**src/rtl/uart_rx_param.sv**
```systemverilog
// rtl/uart_rx_param.sv - parametrised oversampling UART receiver with one-entry holding register
module uart_rx_param #(
    parameter int DATA_BITS   = 8,
    parameter int OVERSAMPLE  = 16,
    parameter int SYNC_STAGES = 2
) (
    input  logic                 clk,
    input  logic                 rst,
    input  logic                 en_os_baud,
    input  logic                 serial_in_i,
    input  logic                 msb_first_i,
    input  logic                 parity_en_i,
    input  logic                 parity_odd_i,
    output logic [DATA_BITS-1:0] data_o,
    output logic                 valid_o,
    input  logic                 ready_i,
    output logic                 parity_err_o,
    output logic                 frame_err_o,
    output logic                 overrun_o,
    output logic                 break_o,
    output logic                 busy_o
);
    localparam int TW = $clog2(OVERSAMPLE);
    localparam int BW = $clog2(DATA_BITS);
    localparam logic [TW-1:0] TICK_MID  = TW'(OVERSAMPLE / 2 - 1);
    localparam logic [TW-1:0] TICK_END  = TW'(OVERSAMPLE - 1);
    localparam logic [BW-1:0] BIT_LAST  = BW'(DATA_BITS - 1);

    localparam logic [2:0] S_IDLE   = 3'd0;
    localparam logic [2:0] S_START  = 3'd1;
    localparam logic [2:0] S_DATA   = 3'd2;
    localparam logic [2:0] S_PARITY = 3'd3;
    localparam logic [2:0] S_STOP   = 3'd4;
    localparam logic [2:0] S_WAIT   = 3'd5;

    logic [SYNC_STAGES-1:0] sync_q;
    logic                   rxd;
    logic [2:0]             state_q, state_d;
    logic [TW-1:0]          tick_q, tick_d;
    logic [BW-1:0]          bit_q, bit_d;
    logic [DATA_BITS-1:0]   shreg_q, shreg_d;
    logic                   msb_q, msb_d;
    logic                   paren_q, paren_d;
    logic                   parodd_q, parodd_d;
    logic                   pbit_q, pbit_d;
    logic                   perr_pend_q, perr_pend_d;
    logic                   ferr_pend_q, ferr_pend_d;
    logic                   deliver_q, deliver_d;
    logic [DATA_BITS-1:0]   data_q, data_d;
    logic                   valid_q, valid_d;
    logic                   perr_q, perr_d;
    logic                   ferr_q, ferr_d;
    logic                   overrun_q, overrun_d;
    logic                   break_q, break_d;

    assign rxd = sync_q[SYNC_STAGES-1];

    always_comb begin
        state_d     = state_q;
        tick_d      = tick_q;
        bit_d       = bit_q;
        shreg_d     = shreg_q;
        msb_d       = msb_q;
        paren_d     = paren_q;
        parodd_d    = parodd_q;
        pbit_d      = pbit_q;
        perr_pend_d = perr_pend_q;
        ferr_pend_d = ferr_pend_q;
        deliver_d   = 1'b0;
        break_d     = 1'b0;
        overrun_d   = 1'b0;
        data_d      = data_q;
        valid_d     = valid_q;
        perr_d      = perr_q;
        ferr_d      = ferr_q;

        case (state_q)
            S_IDLE: begin
                if (!rxd) begin
                    state_d     = S_START;
                    tick_d      = '0;
                    msb_d       = msb_first_i;
                    paren_d     = parity_en_i;
                    parodd_d    = parity_odd_i;
                    pbit_d      = 1'b0;
                    perr_pend_d = 1'b0;
                end
            end
            S_START: begin
                if (en_os_baud) begin
                    if (tick_q == TICK_MID) begin
                        tick_d  = '0;
                        bit_d   = '0;
                        state_d = rxd ? S_IDLE : S_DATA;
                    end else begin
                        tick_d = tick_q + 1'b1;
                    end
                end
            end
            S_DATA: begin
                if (en_os_baud) begin
                    if (tick_q == TICK_END) begin
                        tick_d  = '0;
                        shreg_d = msb_q ? {shreg_q[DATA_BITS-2:0], rxd}
                                        : {rxd, shreg_q[DATA_BITS-1:1]};
                        if (bit_q == BIT_LAST) begin
                            state_d = paren_q ? S_PARITY : S_STOP;
                        end else begin
                            bit_d = bit_q + 1'b1;
                        end
                    end else begin
                        tick_d = tick_q + 1'b1;
                    end
                end
            end
            S_PARITY: begin
                if (en_os_baud) begin
                    if (tick_q == TICK_END) begin
                        tick_d      = '0;
                        pbit_d      = rxd;
                        perr_pend_d = ((^shreg_q) ^ rxd) != parodd_q;
                        state_d     = S_STOP;
                    end else begin
                        tick_d = tick_q + 1'b1;
                    end
                end
            end
            S_STOP: begin
                if (en_os_baud) begin
                    if (tick_q == TICK_END) begin
                        tick_d = '0;
                        if (rxd) begin
                            deliver_d   = 1'b1;
                            ferr_pend_d = 1'b0;
                            state_d     = S_IDLE;
                        end else if (shreg_q == '0 && (!paren_q || !pbit_q)) begin
                            break_d = 1'b1;
                            state_d = S_WAIT;
                        end else begin
                            deliver_d   = 1'b1;
                            ferr_pend_d = 1'b1;
                            state_d     = S_WAIT;
                        end
                    end else begin
                        tick_d = tick_q + 1'b1;
                    end
                end
            end
            S_WAIT: begin
                if (rxd) begin
                    state_d = S_IDLE;
                end
            end
            default: state_d = S_IDLE;
        endcase

        // A consumer pop and a fresh delivery in the same cycle reloads without a gap.
        if (valid_q && ready_i) begin
            valid_d = 1'b0;
        end
        if (deliver_q) begin
            if (!valid_q || ready_i) begin
                data_d  = shreg_q;
                perr_d  = paren_q & perr_pend_q;
                ferr_d  = ferr_pend_q;
                valid_d = 1'b1;
            end else begin
                overrun_d = 1'b1;
            end
        end
    end

    always_ff @(posedge clk) begin
        if (rst) begin
            sync_q      <= '1;
            state_q     <= S_IDLE;
            tick_q      <= '0;
            bit_q       <= '0;
            shreg_q     <= '0;
            msb_q       <= 1'b0;
            paren_q     <= 1'b0;
            parodd_q    <= 1'b0;
            pbit_q      <= 1'b0;
            perr_pend_q <= 1'b0;
            ferr_pend_q <= 1'b0;
            deliver_q   <= 1'b0;
            data_q      <= '0;
            valid_q     <= 1'b0;
            perr_q      <= 1'b0;
            ferr_q      <= 1'b0;
            overrun_q   <= 1'b0;
            break_q     <= 1'b0;
        end else begin
            sync_q      <= {sync_q[SYNC_STAGES-2:0], serial_in_i};
            state_q     <= state_d;
            tick_q      <= tick_d;
            bit_q       <= bit_d;
            shreg_q     <= shreg_d;
            msb_q       <= msb_d;
            paren_q     <= paren_d;
            parodd_q    <= parodd_d;
            pbit_q      <= pbit_d;
            perr_pend_q <= perr_pend_d;
            ferr_pend_q <= ferr_pend_d;
            deliver_q   <= deliver_d;
            data_q      <= data_d;
            valid_q     <= valid_d;
            perr_q      <= perr_d;
            ferr_q      <= ferr_d;
            overrun_q   <= overrun_d;
            break_q     <= break_d;
        end
    end

    assign data_o       = data_q;
    assign valid_o      = valid_q;
    assign parity_err_o = perr_q;
    assign frame_err_o  = ferr_q;
    assign overrun_o    = overrun_q;
    assign break_o      = break_q;
    assign busy_o       = (state_q != S_IDLE);
endmodule

```
**config.mk**
```make
export PLATFORM = sky130hd
export DESIGN_NAME = uart_rx_param
export DESIGN_NICKNAME = d
export VERILOG_FILES = /design/src/rtl/uart_rx_param.sv
export SDC_FILE = /design/constraint.sdc
export NUM_CORES = 1
export LEC_CHECK = 0
export ABC_AREA = 0
export ABC_CLOCK_PERIOD_IN_PS = 3400
export BUFFER_PORTS_ARGS = -buffer_cell sky130_fd_sc_hd__clkbuf_2
export CAP_MARGIN = 10
export CELL_PAD_IN_SITES_DETAIL_PLACEMENT = 1
export CELL_PAD_IN_SITES_GLOBAL_PLACEMENT = 1
export CORE_MARGIN = 2
export CORE_UTILIZATION = 47
export DETAILED_ROUTE_END_ITERATION = 6
export PLACE_DENSITY_LB_ADDON = 0.1
export SYNTH_ARGS = -nofsm -noshare
export SYNTH_HDL_FRONTEND = slang
export SYNTH_SLANG_ARGS = --single-unit
```
**constraint.sdc**
```tcl
create_clock -name clk -period 3.4 [get_ports clk]
set_clock_uncertainty 0.1 [all_clocks]
set_input_delay 0.68 -clock clk [delete_from_list [all_inputs] [get_ports clk]]
set_output_delay 0.68 -clock clk [all_outputs]
set_load 0.03 [all_outputs]
```
Yosys cells after proc, flatten, opt, wreduce, memory -nomap -nowiden
Cells that the tools add are included.

Bits in registers: 40. Output and inout bits: 14. Word-level logic and storage cells: 120.

Add/sub/neg operators: 2. Eq/ne operators: 23. Mux-type cells: 44. Bitwise gates (word level): 7. Reductions and logical operators: 26.

Operator list (number): $mux W3 (18); $ne A2 B2 Y1 const B (13); $mux W4 (5); $pmux W3 S6 (1); $mux W1 (14); $pmux W4 S3 (1); $reduce_and A4 Y1 (3); $reduce_and A11 Y1 (1); $eq A3 B3 Y1 const B (3); $logic_not A8 Y1 (1); $mux W8 (1); $reduce_xor A8 Y1 (1); $eq A3 B2 Y1 const B (2); $pmux W3 S2 (1); $reduce_and A6 Y1 (1); $reduce_bool A3 Y1 (2); $not A1 Y1 (5); $reduce_or A5 Y1 (1); $add A4 B1 Y4 const B (1); $eq A4 B3 Y1 const B (1); $eq A4 B4 Y1 const B (1); $pmux W1 S2 (2); $reduce_and A2 Y1 (2); $reduce_bool A2 Y1 (2); other kinds (15) (19).

Depth between registers and ports, before layout
Gate-level depths: netlist of the first run.

Depth after elaboration: 6. Mapped depth: 7. Depth with buffers taken out: 6.

Least setup slack after synthesis of the first run
OpenSTA, ideal clock, no wires.

Kind: input to register. Start: input port rst. End: register msb_q. Setup time: 128 ps. Data arrival time: 1526 ps. Slack: 1646 ps. Stages: 4. Buffers on the path: 3. Cells stage by stage: clkbuf_1 > clkbuf_1 > buf_1 > nor2_1.

RTL lines: start: declaration (line 8) `input logic rst,`; end signal: assignment (line 199) `msb_q <= msb_d;`; end: declaration (line 42) `logic msb_q, msb_d;`.

No word-level cell between the ends.

Final worst setup path of the first run
Start: register state_q[2]. End: output port busy_o.

Word-level cells in the longest chain between the ends: 1.

Ends and longest elaborated chain: start: declaration (line 38) `logic [2:0] state_q, state_d;`; start signal: assignment (line 195) `state_q <= state_d;`; $reduce_bool A3 Y1 (line 221) `assign busy_o = (state_q != S_IDLE);`; end: declaration (line 21) `output logic busy_o`.

Every way passes these cells.

==> results of run 1 <==
registers in the layout, summed over array words and instances, names as in the netlist:
signal        count
overrun_o         1
msb_q             1
perr_pend_q       1
break_o           1
sync_q            2
frame_err_o       1
valid_o           1
ferr_pend_q       1
paren_q           1
parity_err_o      1
state_q           3
parodd_q          1
deliver_q         1
tick_q            4
data_o            8
pbit_q            1
shreg_q           8
bit_q             3
kinds of logic (layout without fill, tap and decap cells):
| group | after synthesis | after routing |
|---|---|---|
| flip-flops | 40 | 40 |
| AO/OA/AOI/OAI | 43 | 43 |
| buffers and inverters | 27 | 41 |
| adder cells (fa/ha/maj) | 7 | 7 |
| multiplexers | 15 | 15 |
| XOR/XNOR | 6 | 6 |
| AND/OR/NAND/NOR | 91 | 91 |
worst paths after layout:
| kind | start | to | slack (ps) | cells after the start |
|---|---|---|---|---|
| hold / removal | sync_q[0] | sync_q[1] | 330 | 1 |
| hold reg to reg | sync_q[0] | sync_q[1] | 330 | 1 |
| setup reg to reg | state_q[1] | shreg_q[0] | 1250 | 4 |
| setup / recovery | state_q[2] | busy_o | 1000 | 3 |
per-layer routing:
metal | track usage | vias up | routed length (um)
met3 | 0.0447 | 9 | 109
met2 | 0.400 | 21 | 2610
met1 | 0.218 | 795 | 2000
li1 | - | 832 | -
met4 | 0.0769 | 0 | 63
met5 | 0 | - | 0
metrics by stage:
step | setup WS (ps) | instances | utilization | hold WS [ps] | cell area, um2
5_1_grt | 930 | 293 | 0.547 | 350 | 2240
2_1_floorplan | 1650 | 229 | - | 289 | 2050
3_3_place_gp | 1370 | 285 | 0.521 | 294 | 2130
4_1_cts | 1020 | 293 | 0.547 | 331 | 2240
6_report | 996 | 293 | 0.547 | 329 | 2240
3_5_place_dp | 1180 | 285 | 0.521 | 313 | 2130
Yosys cell counts, drive strengths merged:
| cell | number | area share |
|---|---|---|
| o21a | 1 | 0.0037 |
| nor3b | 4 | 0.020 |
| o2bb2ai | 1 | 0.0073 |
| a31oi | 3 | 0.0092 |
| and4b | 1 | 0.0049 |
| buf | 11 | 0.034 |
| xnor2 | 6 | 0.029 |
| clkbuf | 4 | 0.0073 |
| or3b | 1 | 0.0043 |
| nand3 | 14 | 0.034 |
| ha | 7 | 0.043 |
| mux2 | 3 | 0.022 |
| a32oi | 1 | 0.0043 |
| nand2 | 24 | 0.044 |
| nor2 | 18 | 0.034 |
| or3 | 1 | 0.0031 |
| o211ai | 2 | 0.0098 |
| nand2b | 2 | 0.0061 |
| nand3b | 1 | 0.0037 |
| nor2b | 2 | 0.0061 |
| inv | 12 | 0.022 |
| o31ai | 1 | 0.0037 |
| mux2i | 12 | 0.059 |
| or2 | 5 | 0.015 |
| dfxtp | 40 | 0.39 |
| and4bb | 1 | 0.0061 |
| o2bb2a | 1 | 0.0049 |
| o22ai | 2 | 0.0061 |
| a21oi | 20 | 0.049 |
| and2 | 1 | 0.0031 |
| a211o | 1 | 0.0043 |
| nand4 | 3 | 0.0092 |
| nand4b | 2 | 0.0086 |
| a211oi | 10 | 0.044 |
| and3 | 2 | 0.0061 |
| and4 | 1 | 0.0043 |
| nor3 | 6 | 0.015 |
| nor4bb | 1 | 0.0080 |
| nor4 | 1 | 0.010 |
where the power goes:
group	total, mW	leakage [nW]	switching [mW]	internal [mW]
clock	0.383	0.0552	0.165	0.218
sequential	0.488	0.323	0.0152	0.473
combinational	0.0757	0.407	0.0433	0.0324
placed cells by master (no fill, tap or decap), drive strengths merged, types with 2 or more instances in the layout:
master  instances
a211oi         10
a21oi          20
a31oi           3
and3            2
clkbuf         27
dfxtp          40
ha              7
inv            12
mux2            3
mux2i          12
nand2          24
nand2b          2
nand3          14
nand4           3
nand4b          2
nor2           18
nor2b           2
nor3            6
nor3b           4
o211ai          2
o22ai           2
or2             5
xnor2           6
cell type report:
class | instances | area [um2]
inverter | 12 | 45.0
timing repair buffer | 21 | 105
clock buffer | 6 | 72.6
tap | 50 | 62.6
fill | 498 | 1850
sequential | 40 | 801
clock inverter | 2 | 35.0
multi-input combinational | 162 | 1110
==> metrics.txt, run 1 <==
# TYPE chip_impl_metric gauge
chip_impl_info{name="status",value="complete, no violations"} 1
chip_impl_metric{name="cts-resized-gates",unit=""} 0
chip_impl_metric{name="cts.path.max_buffers",unit=""} 2
chip_impl_info{name="worstSetupEndpointType",value="output port"} 1
chip_impl_metric{name="cts_hold_repair.buffers",unit=""} 0
chip_impl_metric{name="globalplace.congestion",unit=""} 0.835
chip_impl_metric{name="final_antenna_net_count",unit=""} 0
chip_impl_info{name="critPathKind",value="reg -> out"} 1
chip_impl_metric{name="io_pins",unit=""} 22
chip_impl_metric{name="clock_insertion_delay_at_the_later_pin_of_the_skew_report",unit="ps"} 290
chip_impl_metric{name="synthesis.area",unit="um2"} 2050
chip_impl_metric{name="tritoncts_num_sinks",unit=""} 40
chip_impl_metric{name="synth.avg_cell_area",unit="um2"} 8.93
chip_impl_metric{name="finalSetupViolations",unit=""} 0
chip_impl_metric{name="initial_core_util",unit=""} 0.501
chip_impl_metric{name="max_cap_viol_count",unit=""} 0
chip_impl_metric{name="area_delta_synth_final",unit="%"} 9.30
chip_impl_info{name="critical-path-slowest-cell",value="sky130_fd_sc_hd__dfxtp_1"} 1
chip_impl_metric{name="period_needed",unit="ps"} 2400
chip_impl_metric{name="clkSlewWorstSetupHoldPaths",unit="ps"} 70
chip_impl_metric{name="routed-via-count",unit=""} 1657
chip_impl_metric{name="drt_first_pass_iters",unit=""} 4
chip_impl_metric{name="synth_fa_ha_area_frac",unit=""} 0.0428
chip_impl_metric{name="timing_max_transition_violations_final",unit=""} 0
chip_impl_metric{name="synth_cells",unit=""} 229
chip_impl_metric{name="design.final.nets",unit=""} 257
chip_impl_metric{name="setup_tns",unit="ps"} 0
chip_impl_metric{name="input_output_buffers",unit=""} 21
chip_impl_metric{name="synth.lib_cells_used.distinct",unit=""} 48
chip_impl_metric{name="post_synthesis_share_of_cell_area_spent_on_xor_and_xnor_gates",unit=""} 0.0294
chip_impl_metric{name="floorplan.die_area",unit="um2"} 4900
chip_impl_metric{name="worst-path-max-fanout",unit=""} 15
chip_impl_metric{name="static-leakage-power",unit="nW"} 0.785
chip_impl_metric{name="pin_count_of_the_biggest_net_entering_global_routing",unit=""} 45
chip_impl_metric{name="tritoncts.num_buffers",unit=""} 5
chip_impl_metric{name="insertedDiodeCount",unit=""} 0
chip_impl_metric{name="detail_route.vias_per_cell",unit=""} 5.66
chip_impl_metric{name="power-per-cell-area",unit="nW/um2"} 424
chip_impl_metric{name="synth_warnings",unit=""} 0
chip_impl_info{name="min_path_type",value="reg -> reg"} 1
chip_impl_metric{name="seq_area_frac_synth",unit=""} 0.391
chip_impl_metric{name="required",unit="ps"} 2620
chip_impl_metric{name="gr-usage-all-layers",unit=""} 0.208
chip_impl_info{name="crit_chain",value="inv_1 -> nand2_1 -> clkbuf_2"} 1
chip_impl_info{name="grt_setup_unrepaired",value="no"} 1
chip_impl_metric{name="muxShareOfSynthArea",unit=""} 0.0807
chip_impl_metric{name="num_rows",unit=""} 23
chip_impl_metric{name="power",unit="uW"} 947
chip_impl_metric{name="chipWidth",unit="um"} 70.0
chip_impl_metric{name="crit_buf_inv",unit=""} 2
chip_impl_metric{name="post_synthesis_share_of_cell_area_spent_on_and_or_nand_and_nor_gates",unit=""} 0.246
chip_impl_metric{name="share_of_layout_cells_above_drive_strength_1",unit=""} 0.181
chip_impl_metric{name="hold_viol_final",unit=""} 0
chip_impl_metric{name="drcViolationCount",unit=""} 0
chip_impl_metric{name="tightest_slew",unit="ps"} 895
chip_impl_metric{name="wirelength",unit="mm"} 4.78
chip_impl_info{name="root_buffer",value="sky130_fd_sc_hd__clkbuf_8"} 1
chip_impl_metric{name="timing.slew.headroom",unit=""} 0.403
chip_impl_metric{name="yosys_register_bits",unit=""} 40
chip_impl_metric{name="core",unit="um2"} 4090
chip_impl_metric{name="maximum_operating_frequency",unit="GHz"} 0.416
chip_impl_info{name="tritoncts",value="built"} 1
chip_impl_metric{name="cpPeakStageDelay",unit="ps"} 730
chip_impl_metric{name="syn_nets",unit=""} 244
chip_impl_metric{name="detailedPlacementHpwl",unit="mm"} 3.50
chip_impl_metric{name="die_height",unit="um"} 70.0
chip_impl_info{name="path_delay_family",value="flip-flops"} 1
chip_impl_metric{name="grt_first_pass_wirelength",unit="mm"} 8.15
chip_impl_metric{name="htreeDepth",unit=""} 2
chip_impl_info{name="synth_top_family_by_area",value="simple AND/OR/NAND/NOR gates"} 1
chip_impl_metric{name="post-cts-setup-buffers",unit=""} 0
chip_impl_metric{name="synth_compound_area_frac",unit=""} 0.146
chip_impl_metric{name="dr.first_iter.drc_count",unit=""} 67
chip_impl_metric{name="final_min_period_over_clock_period",unit=""} 0.707
chip_impl_metric{name="avgRoutedWirePerCell",unit="um"} 16.3
chip_impl_metric{name="irDropWorstVdd",unit="mV"} 0.243
chip_impl_info{name="startpoint_type_of_the_worst_setup_path",value="flop"} 1
chip_impl_metric{name="cp_data_arrival_time",unit="ps"} 1620
chip_impl_metric{name="grt_antenna_before_repair",unit=""} 0
chip_impl_metric{name="grt_remaining_overflow",unit=""} 0
chip_impl_metric{name="grt_pass1_vias",unit=""} 1744
No activity file was read; power rests on OpenSTA's default activity.
==> run 2, diff against run 1 <==
- ABC_AREA: 0 -> 1
- ABC_CLOCK_PERIOD_IN_PS: 3400 -> 2400
- CORE_UTILIZATION: 47 -> 41
- clock period: 3.4 -> 2.4 ns (I/O delays scaled with it)
==> metrics.txt, run 2 <==
# TYPE chip_impl_metric gauge
chip_impl_metric{name="synth.lib_cells_used.distinct",unit=""} 32
chip_impl_metric{name="detail_route.vias_per_cell",unit=""} 5.01
chip_impl_info{name="root_buffer",value="sky130_fd_sc_hd__clkbuf_8"} 1
chip_impl_metric{name="insertedDiodeCount",unit=""} 0
chip_impl_info{name="synth_top_family_by_area",value="simple AND/OR/NAND/NOR gates"} 1
chip_impl_info{name="min_path_type",value="in -> reg"} 1
chip_impl_info{name="grt_setup_unrepaired",value="no"} 1
chip_impl_metric{name="floorplan.die_area",unit="um2"} 5510
chip_impl_metric{name="proportion_of_netlist_area_held_by_the_largest_area_contributor",unit=""} 0.396
chip_impl_metric{name="seq_area_frac_synth",unit=""} 0.396
chip_impl_metric{name="pin_count_of_the_biggest_net_entering_global_routing",unit=""} 19
chip_impl_metric{name="ff2ff_path_depth",unit=""} 6
chip_impl_metric{name="crit_buf_inv",unit=""} 2
chip_impl_metric{name="post_synthesis_share_of_cell_area_spent_on_xor_and_xnor_gates",unit=""} 0.0130
chip_impl_metric{name="cpPeakStageDelay",unit="ps"} 610
chip_impl_metric{name="worst-path-max-fanout",unit=""} 11
chip_impl_metric{name="clock_insertion_delay_at_the_later_pin_of_the_skew_report",unit="ps"} 290
chip_impl_metric{name="cts.path.max_buffers",unit=""} 2
chip_impl_info{name="hold_path.startpoint",value="serial_in_i"} 1
chip_impl_metric{name="htreeDepth",unit=""} 2
chip_impl_metric{name="die_height",unit="um"} 74.2
chip_impl_info{name="critPathKind",value="reg -> out"} 1
chip_impl_info{name="startpoint_type_of_the_worst_setup_path",value="flop"} 1
chip_impl_metric{name="chipWidth",unit="um"} 74.2
chip_impl_info{name="critical_path.reg2reg.startpoint",value="tick_q[0]"} 1
chip_impl_info{name="dominantRegCellSynth",value="sky130_fd_sc_hd__dfxtp_1"} 1
chip_impl_metric{name="yosys_register_bits",unit=""} 40
chip_impl_metric{name="input_output_buffers",unit=""} 21
chip_impl_metric{name="worstHoldPathCells",unit=""} 2
chip_impl_metric{name="globalplace.congestion",unit=""} 0.887
chip_impl_metric{name="synth_fa_ha_area_frac",unit=""} 0.0433
chip_impl_info{name="mostFrequentLayoutCell",value="sky130_fd_sc_hd__nand2_1"} 1
chip_impl_metric{name="drt_first_pass_iters",unit=""} 4
chip_impl_metric{name="timing_max_transition_violations_final",unit=""} 0
chip_impl_metric{name="synth_compound_area_frac",unit=""} 0.158
chip_impl_metric{name="io_pins",unit=""} 22
chip_impl_info{name="yosysMostFrequentCell",value="sky130_fd_sc_hd__nand2_1"} 1
chip_impl_metric{name="synth_cells",unit=""} 287
chip_impl_metric{name="synth-edff-count",unit=""} 0
chip_impl_metric{name="tritoncts_num_sinks",unit=""} 40
chip_impl_metric{name="cp.depth",unit=""} 3
chip_impl_metric{name="required",unit="ps"} 1820
chip_impl_metric{name="design.final.nets",unit=""} 322
chip_impl_metric{name="final_antenna_net_count",unit=""} 0
chip_impl_metric{name="cts-resized-gates",unit=""} 0
chip_impl_metric{name="dr.first_iter.drc_count",unit=""} 31
chip_impl_metric{name="design_area",unit="um2"} 2260
chip_impl_metric{name="n_fill_cell",unit=""} 650
chip_impl_metric{name="irDropWorstVdd",unit="mV"} 0.287
chip_impl_metric{name="tightest_slew",unit="ps"} 585
chip_impl_metric{name="drcViolationCount",unit=""} 0
chip_impl_info{name="synthTopCellsByCount",value="sky130_fd_sc_hd__nand2_1, sky130_fd_sc_hd__dfxtp_1, sky130_fd_sc_hd__inv_1, sky130_fd_sc_hd__nor2_1, sky130_fd_sc_hd__o21ai_0"} 1
chip_impl_metric{name="period_needed",unit="ps"} 1940
chip_impl_metric{name="synthesis.area",unit="um2"} 2020
chip_impl_info{name="status",value="complete, no violations"} 1
chip_impl_metric{name="synth.avg_cell_area",unit="um2"} 7.05
chip_impl_metric{name="synth_warnings",unit=""} 0
chip_impl_info{name="rr_endpoint",value="ferr_pend_q"} 1
chip_impl_metric{name="syn_nets",unit=""} 302
chip_impl_metric{name="muxShareOfSynthArea",unit=""} 0
chip_impl_metric{name="wirelength",unit="mm"} 4.84
chip_impl_metric{name="avgRoutedWirePerCell",unit="um"} 12.9
chip_impl_info{name="synth.largest_area_cell",value="sky130_fd_sc_hd__dfxtp_1"} 1
chip_impl_info{name="hold_path_end",value="sync_q[0]"} 1
chip_impl_info{name="critical-path-slowest-cell",value="sky130_fd_sc_hd__dfxtp_1"} 1
chip_impl_metric{name="grt_first_pass_wirelength",unit="mm"} 8.47
chip_impl_metric{name="gr-usage-all-layers",unit=""} 0.196
chip_impl_metric{name="synth-async-reset-ratio",unit=""} 0
chip_impl_metric{name="share_of_layout_cells_above_drive_strength_1",unit=""} 0.159
chip_impl_metric{name="tritoncts.num_buffers",unit=""} 5
chip_impl_metric{name="maximum_operating_frequency",unit="GHz"} 0.515
chip_impl_metric{name="routed-via-count",unit=""} 1880
chip_impl_metric{name="grt_antenna_before_repair",unit=""} 0
chip_impl_metric{name="finalSetupViolations",unit=""} 0
chip_impl_metric{name="final_min_period_over_clock_period",unit=""} 0.809
chip_impl_metric{name="clkSlewWorstSetupHoldPaths",unit="ps"} 80
chip_impl_info{name="mostFrequentLayoutCells",value="sky130_fd_sc_hd__nand2_1, sky130_fd_sc_hd__dfxtp_1, sky130_fd_sc_hd__inv_1"} 1
chip_impl_metric{name="static-leakage-power",unit="nW"} 1.00
chip_impl_metric{name="cts_hold_repair.buffers",unit=""} 0
chip_impl_metric{name="post_synthesis_share_of_cell_area_spent_on_and_or_nand_and_nor_gates",unit=""} 0.295
chip_impl_info{name="path_delay_family",value="flip-flops"} 1
chip_impl_metric{name="core",unit="um2"} 4750
chip_impl_metric{name="initial_core_util",unit=""} 0.426
chip_impl_info{name="synth.top_cells.by_area",value="sky130_fd_sc_hd__dfxtp_1, sky130_fd_sc_hd__nand2_1, sky130_fd_sc_hd__o21ai_0, sky130_fd_sc_hd__inv_1, sky130_fd_sc_hd__nor2_1"} 1
chip_impl_metric{name="hold_viol_final",unit=""} 0
chip_impl_info{name="worstSetupEndpointType",value="output port"} 1
chip_impl_metric{name="max_cap_viol_count",unit=""} 0
chip_impl_metric{name="grt_pass1_vias",unit=""} 1842
chip_impl_info{name="tritoncts",value="built"} 1
chip_impl_metric{name="cp_data_arrival_time",unit="ps"} 1360
chip_impl_metric{name="grt_remaining_overflow",unit=""} 0
chip_impl_metric{name="dpl_cell_area",unit="um2"} 2170
chip_impl_metric{name="detailedPlacementHpwl",unit="mm"} 3.61
chip_impl_info{name="crit_chain",value="inv_2 -> nand2_1 -> clkbuf_2"} 1
chip_impl_metric{name="setup.reg_to_reg.worst_slack",unit="ps"} 610
chip_impl_metric{name="timing.slew.headroom",unit=""} 0.610
chip_impl_metric{name="post-cts-setup-buffers",unit=""} 0
chip_impl_metric{name="setup_tns",unit="ps"} 0
chip_impl_metric{name="power-per-cell-area",unit="nW/um2"} 812
chip_impl_metric{name="area_delta_synth_final",unit="%"} 11.8
chip_impl_metric{name="num_rows",unit=""} 25
## run 2: through the flow
stage	setup slack [ps]	total power, mW	utilization	hold slack [ps]	cells
6_report	458	1.84	0.476	272	375
5_1_grt	316	1.99	0.476	272	375
4_1_cts	443	1.87	0.476	262	375
3_5_place_dp	607	1.38	0.456	301	367
3_3_place_gp	652	1.38	0.456	291	367
2_1_floorplan	894	1.26	-	289	287
## run 2: metal layers
| layer | global-route usage | vias to the layer above | share of wire |
|---|---|---|---|
| met5 | 0 | - | 0 |
| met4 | 0.0694 | 0 | 0.016 |
| met3 | 0.0339 | 8 | 0.024 |
| met2 | 0.308 | 22 | 0.46 |
| met1 | 0.273 | 886 | 0.50 |
| li1 | - | 964 | - |
## run 2: area by class of cell
type | instances | area [um2] | area share
inverters | 35 | 134 | 0.0592
clock buffers | 6 | 82.6 | 0.0365
flip-flops and latches | 40 | 801 | 0.354
repair buffers | 23 | 120 | 0.0531
clock inverters | 2 | 10.0 | 0.00442
multi-input cells | 202 | 1030 | 0.456
well taps | 67 | 83.8 | 0.0371
## run 2: report_power, final
part / switching, mW / internal, mW
registers: 0.0781 / 0.721
clock network: 0.238 / 0.230
logic: 0.373 / 0.197
total: 0.690 / 1.15
## run 2: how the worst max path moves through the flow
| stage | start | end | slack, ps |
|---|---|---|---|
| final | state_q[1] | busy_o | 460 |
| after global routing | tick_q[0] | ferr_pend_q | 320 |
| after CTS | state_q[1] | busy_o | 440 |
| after detailed placement | tick_q[0] | ferr_pend_q | 610 |
| after global placement | tick_q[0] | ferr_pend_q | 650 |
| after floorplan | state_q[0] | perr_pend_q | 890 |
## run 2: cell families (layout without fill, tap and decap cells)
family / Yosys count / after routing
flip-flops: 40 / 40
buffers and inverters: 45 / 66
AND/OR/NAND/NOR: 134 / 134
AO/OA/AOI/OAI: 58 / 58
adder cells (fa/ha/maj): 7 / 7
XOR/XNOR: 3 / 3
==> run 3, diff against run 2 <==
- ABC_AREA: 1 -> 0
- ABC_CLOCK_PERIOD_IN_PS: 2400 -> 1800
- CORE_UTILIZATION: 41 -> 44
- clock period: 2.4 -> 1.8 ns (I/O delays scaled with it)
==> metrics.txt, run 3 (synthesis gave the netlist of run 1 again) <==
# TYPE chip_impl_metric gauge
chip_impl_metric{name="grt_remaining_overflow",unit=""} 0
chip_impl_metric{name="final_min_period_over_clock_period",unit=""} 0.962
chip_impl_metric{name="globalplace.congestion",unit=""} 0.812
chip_impl_metric{name="cp_data_arrival_time",unit="ps"} 1850
chip_impl_info{name="mostFrequentLayoutCell",value="sky130_fd_sc_hd__dfxtp_1"} 1
chip_impl_info{name="critPathKind",value="reg -> reg"} 1
chip_impl_metric{name="initial_core_util",unit=""} 0.463
chip_impl_metric{name="final_antenna_net_count",unit=""} 0
chip_impl_info{name="worstSetupEndpointType",value="flop"} 1
chip_impl_metric{name="required",unit="ps"} 1920
chip_impl_info{name="root_buffer",value="sky130_fd_sc_hd__clkbuf_8"} 1
chip_impl_metric{name="power",unit="mW"} 1.88
chip_impl_metric{name="tritoncts_num_sinks",unit=""} 40
chip_impl_metric{name="grt_pass1_vias",unit=""} 1837
chip_impl_metric{name="dpl_cell_area",unit="um2"} 2280
chip_impl_metric{name="period_needed",unit="ps"} 1730
chip_impl_info{name="startpoint_type_of_the_worst_setup_path",value="flop"} 1
chip_impl_metric{name="static-leakage-power",unit="nW"} 0.894
chip_impl_metric{name="post-place-cells",unit=""} 303
chip_impl_metric{name="irDropWorstVdd",unit="mV"} 0.359
chip_impl_info{name="mostFrequentLayoutCells",value="sky130_fd_sc_hd__dfxtp_1, sky130_fd_sc_hd__nand2_1, sky130_fd_sc_hd__clkbuf_2"} 1
chip_impl_info{name="min_path_type",value="in -> reg"} 1
chip_impl_info{name="grt_setup_unrepaired",value="no"} 1
chip_impl_metric{name="share_of_layout_cells_above_drive_strength_1",unit=""} 0.289
chip_impl_metric{name="maximum_operating_frequency",unit="GHz"} 0.578
chip_impl_metric{name="timing.slew.headroom",unit=""} 0.653
chip_impl_metric{name="timing_max_transition_violations_final",unit=""} 0
chip_impl_metric{name="wirelength",unit="mm"} 4.90
chip_impl_metric{name="detail_route.vias_per_cell",unit=""} 5.54
chip_impl_metric{name="cts.path.max_buffers",unit=""} 2
chip_impl_metric{name="drcViolationCount",unit=""} 0
chip_impl_metric{name="hold_viol_final",unit=""} 0
chip_impl_metric{name="input_output_buffers",unit=""} 21
chip_impl_metric{name="max_cap_viol_count",unit=""} 0
chip_impl_metric{name="drt_first_pass_iters",unit=""} 4
chip_impl_metric{name="worst_slack_setup_final",unit="ps"} 69.1
chip_impl_metric{name="routed-via-count",unit=""} 1746
chip_impl_metric{name="gr-usage-all-layers",unit=""} 0.206
chip_impl_metric{name="worst-path-max-fanout",unit=""} 3
chip_impl_metric{name="insertedDiodeCount",unit=""} 0
chip_impl_metric{name="avgRoutedWirePerCell",unit="um"} 15.6
chip_impl_metric{name="floorplan.die_area",unit="um2"} 5210
chip_impl_info{name="tritoncts",value="built"} 1
chip_impl_metric{name="htreeDepth",unit=""} 2
chip_impl_metric{name="tritoncts.num_buffers",unit=""} 5
chip_impl_metric{name="design.final.nets",unit=""} 277
chip_impl_metric{name="chipWidth",unit="um"} 72.2
chip_impl_metric{name="power-per-cell-area",unit="nW/um2"} 760
chip_impl_metric{name="postLayoutCoreUtil",unit=""} 0.560
chip_impl_metric{name="io_pins",unit=""} 22
chip_impl_metric{name="grt_antenna_before_repair",unit=""} 0
chip_impl_metric{name="finalSetupViolations",unit=""} 0
chip_impl_metric{name="dr.first_iter.drc_count",unit=""} 31
chip_impl_metric{name="pin_count_of_the_biggest_net_entering_global_routing",unit=""} 24
chip_impl_metric{name="area_delta_synth_final",unit="%"} 20.9
chip_impl_metric{name="dp_slack",unit="ps"} -46.4
chip_impl_metric{name="detailedPlacementHpwl",unit="mm"} 3.55
chip_impl_info{name="status",value="complete, no violations"} 1
chip_impl_metric{name="core",unit="um2"} 4410
chip_impl_metric{name="design_area",unit="um2"} 2470
chip_impl_metric{name="tightest_slew",unit="ps"} 520
chip_impl_metric{name="num_rows",unit=""} 24
chip_impl_metric{name="grt_first_pass_wirelength",unit="mm"} 8.45
chip_impl_metric{name="die_height",unit="um"} 72.2
chip_impl_metric{name="finalNonFillerCells",unit=""} 315
chip_impl_metric{name="clkSlewWorstSetupHoldPaths",unit="ps"} 80
chip_impl_metric{name="clock_insertion_delay_at_the_later_pin_of_the_skew_report",unit="ps"} 290
[run 3: final cells by class]
class / instances / area, um2
clock inverters: 2 / 38.8
inverters: 12 / 45.0
clock buffers: 6 / 82.6
well taps: 52 / 65.1
flip-flops and latches: 40 / 808
fillers: 528 / 1940
multi-input cells: 162 / 1150
repair buffers: 41 / 280
[run 3: critical path: stages, from the launching register on]
cell and delay [ps]:
sky130_fd_sc_hd__dfxtp_2 340, sky130_fd_sc_hd__ha_4 160, sky130_fd_sc_hd__ha_4 150, sky130_fd_sc_hd__and4bb_1 280, sky130_fd_sc_hd__o211ai_2 120, sky130_fd_sc_hd__buf_4 150
sky130_fd_sc_hd__or2_1 210, sky130_fd_sc_hd__a21oi_1 130
[run 3: stage by stage]
step                hold slack [ps]  setup TNS (ps)
floorplan                       289               0
global placement                292               0
detailed placement              302           -46.4
CTS                             143               0
global route                    152               0
finish                          152               0
[run 3: path summary, 6_finish.rpt]
path	start	end	slack, ps	cells past startpoint
setup / recovery	bit_q[1]	bit_q[1]	70	7
hold / removal	serial_in_i	sync_q[0]	150	2
setup reg to reg	bit_q[1]	bit_q[1]	70	7
hold reg to reg	sync_q[0]	sync_q[1]	320	1
[run 3: repair_timing]
| item | CTS | global route |
|---|---|---|
| pin swaps | 3 | 7 |
| endpoints found under the setup margin | 3 | 13 |
| buffers inserted | 2 | 2 |
| hold buffers | 0 | 0 |
| hold endpoints to repair | 0 | 0 |
| resized for setup | 5 | 9 |
[run 3: where the power goes]
part | leakage [nW] | internal (mW) | switching (mW)
Clock | 0.0614 | 0.454 | 0.330
Combinational | 0.506 | 0.0832 | 0.0933
Sequential | 0.326 | 0.894 | 0.0244
[run 3: routing by layer]
layer	vias up	global-route usage	part of all wire
met4	0	0.0734	0.017
met5	-	0	0
met1	840	0.234	0.43
li1	870	-	-
met3	10	0.0444	0.025
met2	26	0.379	0.53
